<file path="src/rtl/thermo_pkg.sv">
// Shared zone-state encoding and sensor-pair decode constants for the
// thermo zone controller.
package thermo_pkg;

  typedef enum logic [1:0] {
    ZS_IDLE  = 2'd0,
    ZS_HEAT  = 2'd1,
    ZS_COOL  = 2'd2,
    ZS_FAULT = 2'd3
  } zone_state_t;

  // {s_high, s_low}
  localparam logic [1:0] PAIR_COLD    = 2'b00;
  localparam logic [1:0] PAIR_OK      = 2'b01;
  localparam logic [1:0] PAIR_HOT     = 2'b11;
  localparam logic [1:0] PAIR_INVALID = 2'b10;

  function automatic int cnt_width(input int n);
    return (n > 1) ? $clog2(n) : 1;
  endfunction

endpackage

</file>
<file path="src/rtl/thermo_zone.sv">
// One climate zone: sensor-pair debouncer, minimum-run counter and the
// heat/cool/fault state machine.
//
//   state    | meaning
//   ---------+---------------------------------------------------------
//   ZS_IDLE  | no drive; waits for en with a COLD or HOT filtered pair
//   ZS_HEAT  | heater on; held at least MIN_RUN cycles unless en drops
//   ZS_COOL  | cooler on; held at least MIN_RUN cycles unless en drops
//   ZS_FAULT | latched alarm; leaves on ack once the pair is valid
module thermo_zone
  import thermo_pkg::*;
#(
  parameter int DEBOUNCE = 3,
  parameter int MIN_RUN  = 8
) (
  input  logic       clk_2,
  input  logic       reset_n,
  input  logic       en,
  input  logic       alarm_ack,
  input  logic [1:0] raw_pair,
  output logic       heat,
  output logic       cool,
  output logic       alarm
);

  localparam int DB_W  = cnt_width(DEBOUNCE);
  localparam int RUN_W = cnt_width(MIN_RUN);
  localparam logic [DB_W-1:0]  DB_LAST  = DB_W'(DEBOUNCE - 1);
  localparam logic [RUN_W-1:0] RUN_LAST = RUN_W'(MIN_RUN - 1);

  logic [1:0]       last_pair;
  logic [1:0]       filt_pair;
  logic [DB_W-1:0]  stab_cnt;
  logic [DB_W-1:0]  stab_nxt;
  logic [RUN_W-1:0] run_cnt;
  zone_state_t      state;
  zone_state_t      state_nxt;

  // stab_cnt counts repeats after the first sample; DB_LAST marks the
  // DEBOUNCE-th identical sample, which is when the filtered pair loads.
  always_comb begin
    stab_nxt = '0;
    if (raw_pair == last_pair)
      stab_nxt = (stab_cnt == DB_LAST) ? stab_cnt : stab_cnt + DB_W'(1);
  end

  always_ff @(posedge clk_2 or negedge reset_n) begin
    if (!reset_n) begin
      last_pair <= PAIR_OK;
      filt_pair <= PAIR_OK;
      stab_cnt  <= '0;
    end else begin
      last_pair <= raw_pair;
      stab_cnt  <= stab_nxt;
      if (stab_nxt == DB_LAST)
        filt_pair <= raw_pair;
    end
  end

  always_comb begin
    state_nxt = state;
    if (filt_pair == PAIR_INVALID) begin
      state_nxt = ZS_FAULT;
    end else begin
      case (state)
        ZS_IDLE: begin
          if (en && filt_pair == PAIR_COLD)     state_nxt = ZS_HEAT;
          else if (en && filt_pair == PAIR_HOT) state_nxt = ZS_COOL;
        end
        ZS_HEAT: begin
          if (!en || (filt_pair != PAIR_COLD && run_cnt == RUN_LAST))
            state_nxt = ZS_IDLE;
        end
        ZS_COOL: begin
          if (!en || (filt_pair != PAIR_HOT && run_cnt == RUN_LAST))
            state_nxt = ZS_IDLE;
        end
        ZS_FAULT: begin
          if (alarm_ack) state_nxt = ZS_IDLE;
        end
        default: state_nxt = ZS_IDLE;
      endcase
    end
  end

  always_ff @(posedge clk_2 or negedge reset_n) begin
    if (!reset_n) begin
      state   <= ZS_IDLE;
      run_cnt <= '0;
      heat    <= 1'b0;
      cool    <= 1'b0;
      alarm   <= 1'b0;
    end else begin
      state <= state_nxt;
      if (state_nxt != state)
        run_cnt <= '0;
      else if (run_cnt != RUN_LAST)
        run_cnt <= run_cnt + RUN_W'(1);
      heat  <= (state_nxt == ZS_HEAT);
      cool  <= (state_nxt == ZS_COOL);
      alarm <= (state_nxt == ZS_FAULT);
    end
  end

endmodule

</file>
<file path="src/rtl/thermo_zone_ctrl.sv">
// Multi-zone thermostat controller: NZONES independent zones plus a
// registered summary alarm.
module thermo_zone_ctrl #(
  parameter int NZONES   = 2,
  parameter int DEBOUNCE = 3,
  parameter int MIN_RUN  = 8
) (
  input  logic              clk_2,
  input  logic              reset_n,
  input  logic              en,
  input  logic              alarm_ack,
  input  logic [NZONES-1:0] s_low,
  input  logic [NZONES-1:0] s_high,
  output logic [NZONES-1:0] heat,
  output logic [NZONES-1:0] cool,
  output logic [NZONES-1:0] alarm,
  output logic              alarm_any
);

  for (genvar z = 0; z < NZONES; z++) begin : g_zone
    thermo_zone #(
      .DEBOUNCE (DEBOUNCE),
      .MIN_RUN  (MIN_RUN)
    ) u_zone (
      .clk_2     (clk_2),
      .reset_n   (reset_n),
      .en        (en),
      .alarm_ack (alarm_ack),
      .raw_pair  ({s_high[z], s_low[z]}),
      .heat      (heat[z]),
      .cool      (cool[z]),
      .alarm     (alarm[z])
    );
  end

  always_ff @(posedge clk_2 or negedge reset_n) begin
    if (!reset_n) alarm_any <= 1'b0;
    else          alarm_any <= |alarm;
  end

endmodule

</file>
<file path="config.mk">
export PLATFORM = sky130hd
export DESIGN_NAME = thermo_zone_ctrl
export DESIGN_NICKNAME = d
export VERILOG_FILES = /design/src/rtl/thermo_pkg.sv /design/src/rtl/thermo_zone.sv /design/src/rtl/thermo_zone_ctrl.sv
export SDC_FILE = /design/constraint.sdc
export NUM_CORES = 1
export LEC_CHECK = 0
export CORE_ASPECT_RATIO = 0.7
export CORE_MARGIN = 2
export CORE_UTILIZATION = 30
export CTS_CLUSTER_SIZE = 40
export DETAILED_ROUTE_END_ITERATION = 7
export HOLD_SLACK_MARGIN = 0.05
export PLACE_DENSITY_LB_ADDON = 0.1
export SLEW_MARGIN = 10
export SYNTH_ARGS = -nofsm -noshare
export SYNTH_HDL_FRONTEND = slang
export SYNTH_SLANG_ARGS = --single-unit
</file>
<file path="constraint.sdc">
create_clock -name clk_2 -period 1.8 [get_ports clk_2]
set_input_delay 0.54 -clock clk_2 [delete_from_list [all_inputs] [get_ports clk_2]]
set_output_delay 0.54 -clock clk_2 [all_outputs]
set_load 0.1 [all_outputs]
</file>
==> flow_summary.json <==
{
  "outcome": "finished with violations",
  "violations": "setup timing",
  "power_density_mw_per_mm2": 1763,
  "synth_top_area_cell": "dfrtp_1",
  "power_leakage_nw": 0.9038,
  "grt_pass1_wl_um": 4478,
  "cts_tree": "done",
  "r2r_end": "g_zone[1].u_zone.run_cnt[1]",
  "synth_top_family_by_area": "simple AND/OR/NAND/NOR gates",
  "cts_sinks": 29,
  "grt_pass1_vias": 988,
  "startpoint_type": "register",
  "crit_path_end_kind": "register",
  "dieArea_mm2": 0.005207,
  "first_pass_iters": 4,
  "hold_depth": 1,
  "insertion_delay_ns": 0.28,
  "hold_viol": 0,
  "drive_above_1_share": 0.3791,
  "diodes": 0,
  "relSlewSlack": 0.7594,
  "max-vdd-ir-drop_v": 0.0009345,
  "fin_skew_ns": 0.005590,
  "required_ns": 1.99,
  "place_inst": 197,
  "syn_inst": 122,
  "hold_buffers": 0,
  "fin_hold_ws_ns": 0.4276,
  "multiInputGateArea_um2": 653.1,
  "ys_seq_area_frac": 0.5252,
  "viasPerCell": 4.495,
  "final_nets": 166,
  "critPathArrivalTime_ns": 1.99,
  "min_to": "g_zone[0].u_zone.last_pair[0]",
  "grt_usage": 0.1176,
  "finalMaxSlewViolations": 0,
  "grt-ovfl-total": 0,
  "routedWlPerCell_um": 12.42,
  "layout_setup_ws_ns": -0.003608,
  "fillerInstances": 409,
  "wl_um": 2583,
  "cts_inserted_buffers": 5,
  "netlist_area_mm2": 0.001391,
  "synthTopCellsByCount": "dfrtp_1, inv_1, nor2_1",
  "min_from": "s_low[0]",
  "cp-startpoint": "g_zone[1].u_zone.run_cnt[0]",
  "areaGrowthSynthToFinish_pct": 41.19,
  "placementRows": 20,
  "synth_edf_count": 0,
  "final-seq-area_um2": 730.7,
  "drv_cap": 0,
  "path_class": "register to register",
  "route.detailed.drc": 0,
  "synth-compound-area-share": 0.07914,
  "syn_avg_cell_area_um2": 11.40,
  "setup_viol": 1,
  "synthFlopType": "dfrtp_1",
  "core-area_mm2": 0.004404,
  "yosys_warnings": 0,
  "synth_seq_cells": 29,
  "antenna_found_initial": 0,
  "yosysMostFrequentCell": "dfrtp_1",
  "worst_hold_path_type": "primary input to register",
  "reg2reg_from": "g_zone[1].u_zone.run_cnt[0]",
  "reg2reg_slack_ns": -0.004,
  "routed-via-count": 935,
  "fin_cells": 208,
  "tightest_slew_ns": 0.3609,
  "async_reset_ff_frac": 1.000,
  "cts_max_level": 2,
  "crit_fanout": 3,
  "synth.distinct_cells": 33,
  "io_buffer_count": 14,
  "synth.mux.area_fraction": 0.08813,
  "io_pins": 15,
  "synth_fa_ha_area_frac": 0.05396,
  "rr_worst_depth": 6,
  "hpwl_um": 1738,
  "post-route-min-period_ns": 1.804,
  "drt_iter0_drc": 16,
  "synthXorXnorAreaFrac": 0.03777,
  "die_y_um": 60.98,
  "min_period_over_period": 1.002,
  "syn-num-nets": 136,
  "dieWidth_um": 85.40,
  "cts_buffer_depth": 2,
  "start_util": 0.3159,
  "ant_nets": 0,
  "place.gp.congestion": 0.7485,
  "synth_simple_gate_area_frac": 0.1529,
  "yosysTopAreaCellShare": 0.4496,
  "clk_pin_slew_ns": 0.06,
  "grt_max_degree": 30,
  "max_freq_mhz": 554.4,
  "root_buffer": "clkbuf_8",
  "ys_top_cells_by_area": "dfrtp_1, dfstp_2, ha_1",
  "rsz0062_at_grt": "true"
}
through the flow:
step                area (um^2)    TNS, ns  utilization  total power [mW]  setup slack, ns
floorplan                  1394          0            -             2.116          0.01411
global placement           1737     -2.331       0.3943             2.598          -0.2870
detailed placement         1737     -2.808       0.3943             2.627          -0.3392
CTS                        1878          0       0.4264             3.382         0.002077
global route               1964    -0.1367       0.4460             3.673         -0.05111
finish                     1964  -0.003608       0.4460             3.464        -0.003608
state kept, by name, summed over array words and instances (netlist names), 2 cells and up:
name and flops:
g_zone.u_zone.alarm 2, g_zone.u_zone.run_cnt 6, g_zone.u_zone.filt_pair 4, g_zone.u_zone.stab_cnt 4, g_zone.u_zone.last_pair 4, g_zone.u_zone.heat 2
g_zone.u_zone.state 4, g_zone.u_zone.cool 2
placed cells by master, fill, tap and decap left out, types with 2 or more instances in the layout:
cell and count:
dfrtp_1 25, buf_4 15, inv_1 8, nor2_1 8, buf_12 8, nand2b_1 7, mux2_2 6, clkbuf_8 6
xor2_1 5, nand2_1 4, and2_1 4, ha_1 4, dfstp_2 4, clkdlybuf4s50_1 4, nor2b_1 3, nand3_1 3
mux2i_1 3, dlymetal6s2s_1 3, o21a_1 2, o21ai_1 2, nor2b_4 2, a21oi_1 2, nor4_2 2
cell families after synthesis:
group	Yosys count
buffers and inverters	17
AND/OR/NAND/NOR	38
adder cells (fa/ha/maj)	6
multiplexers	11
AO/OA/AOI/OAI	15
flip-flops	29
XOR/XNOR	6
per-layer routing:
| metal | track usage | routed length (um) | vias to the layer above | part of all wire |
|---|---|---|---|---|
| li1 | - | - | 464 | - |
| met3 | 0.04218 | 138 | 7 | 0.053 |
| met5 | 0 | 0 | - | 0 |
| met4 | 0.06803 | 53 | 0 | 0.021 |
| met1 | 0.1529 | 1325 | 444 | 0.51 |
| met2 | 0.1719 | 1066 | 20 | 0.41 |
critical path, cell delays in order, from the launching register on:
cell      delay [ns]
dfrtp_1         0.39
ha_2            0.19
ha_4            0.16
nand2b_4        0.12
a211o_1         0.32
mux2_4          0.34
o31ai_1         0.19
what timing repair did:
action,4_1_cts,5_1_grt
pin swaps,5,4
gates resized for setup,5,14
setup endpoints to repair,5,10
buffers inserted,1,2
worst max path at each step:
stage	endpoint	slack (ns)	cells after the start
after global routing	g_zone[1].u_zone.run_cnt[1]	-0.05	6
after detailed placement	g_zone[0].u_zone.filt_pair[1]	-0.34	6
after floorplan	g_zone[1].u_zone.run_cnt[0]	0.01	6
after CTS	g_zone[1].u_zone.run_cnt[1]	0.002	6
final	g_zone[1].u_zone.run_cnt[1]	-0.004	6
after global placement	g_zone[1].u_zone.filt_pair[1]	-0.29	6
where the power goes:
group | internal [mW] | total [mW] | switching [mW]
clock | 0.451 | 0.696 | 0.245
combinational | 0.737 | 1.68 | 0.947
sequential | 0.876 | 1.08 | 0.208
cell type report:
| cell class | count | area share |
|---|---|---|
| clock buffers | 7 | 0.04395 |
| clock inverters | 1 | 0.01529 |
| inverters | 9 | 0.01720 |
| flip-flops and latches | 29 | 0.3720 |
| well taps | 55 | 0.03503 |
| repair buffers | 31 | 0.1841 |
| multi-input cells | 76 | 0.3325 |
No activity file was read; power rests on OpenSTA's default activity.
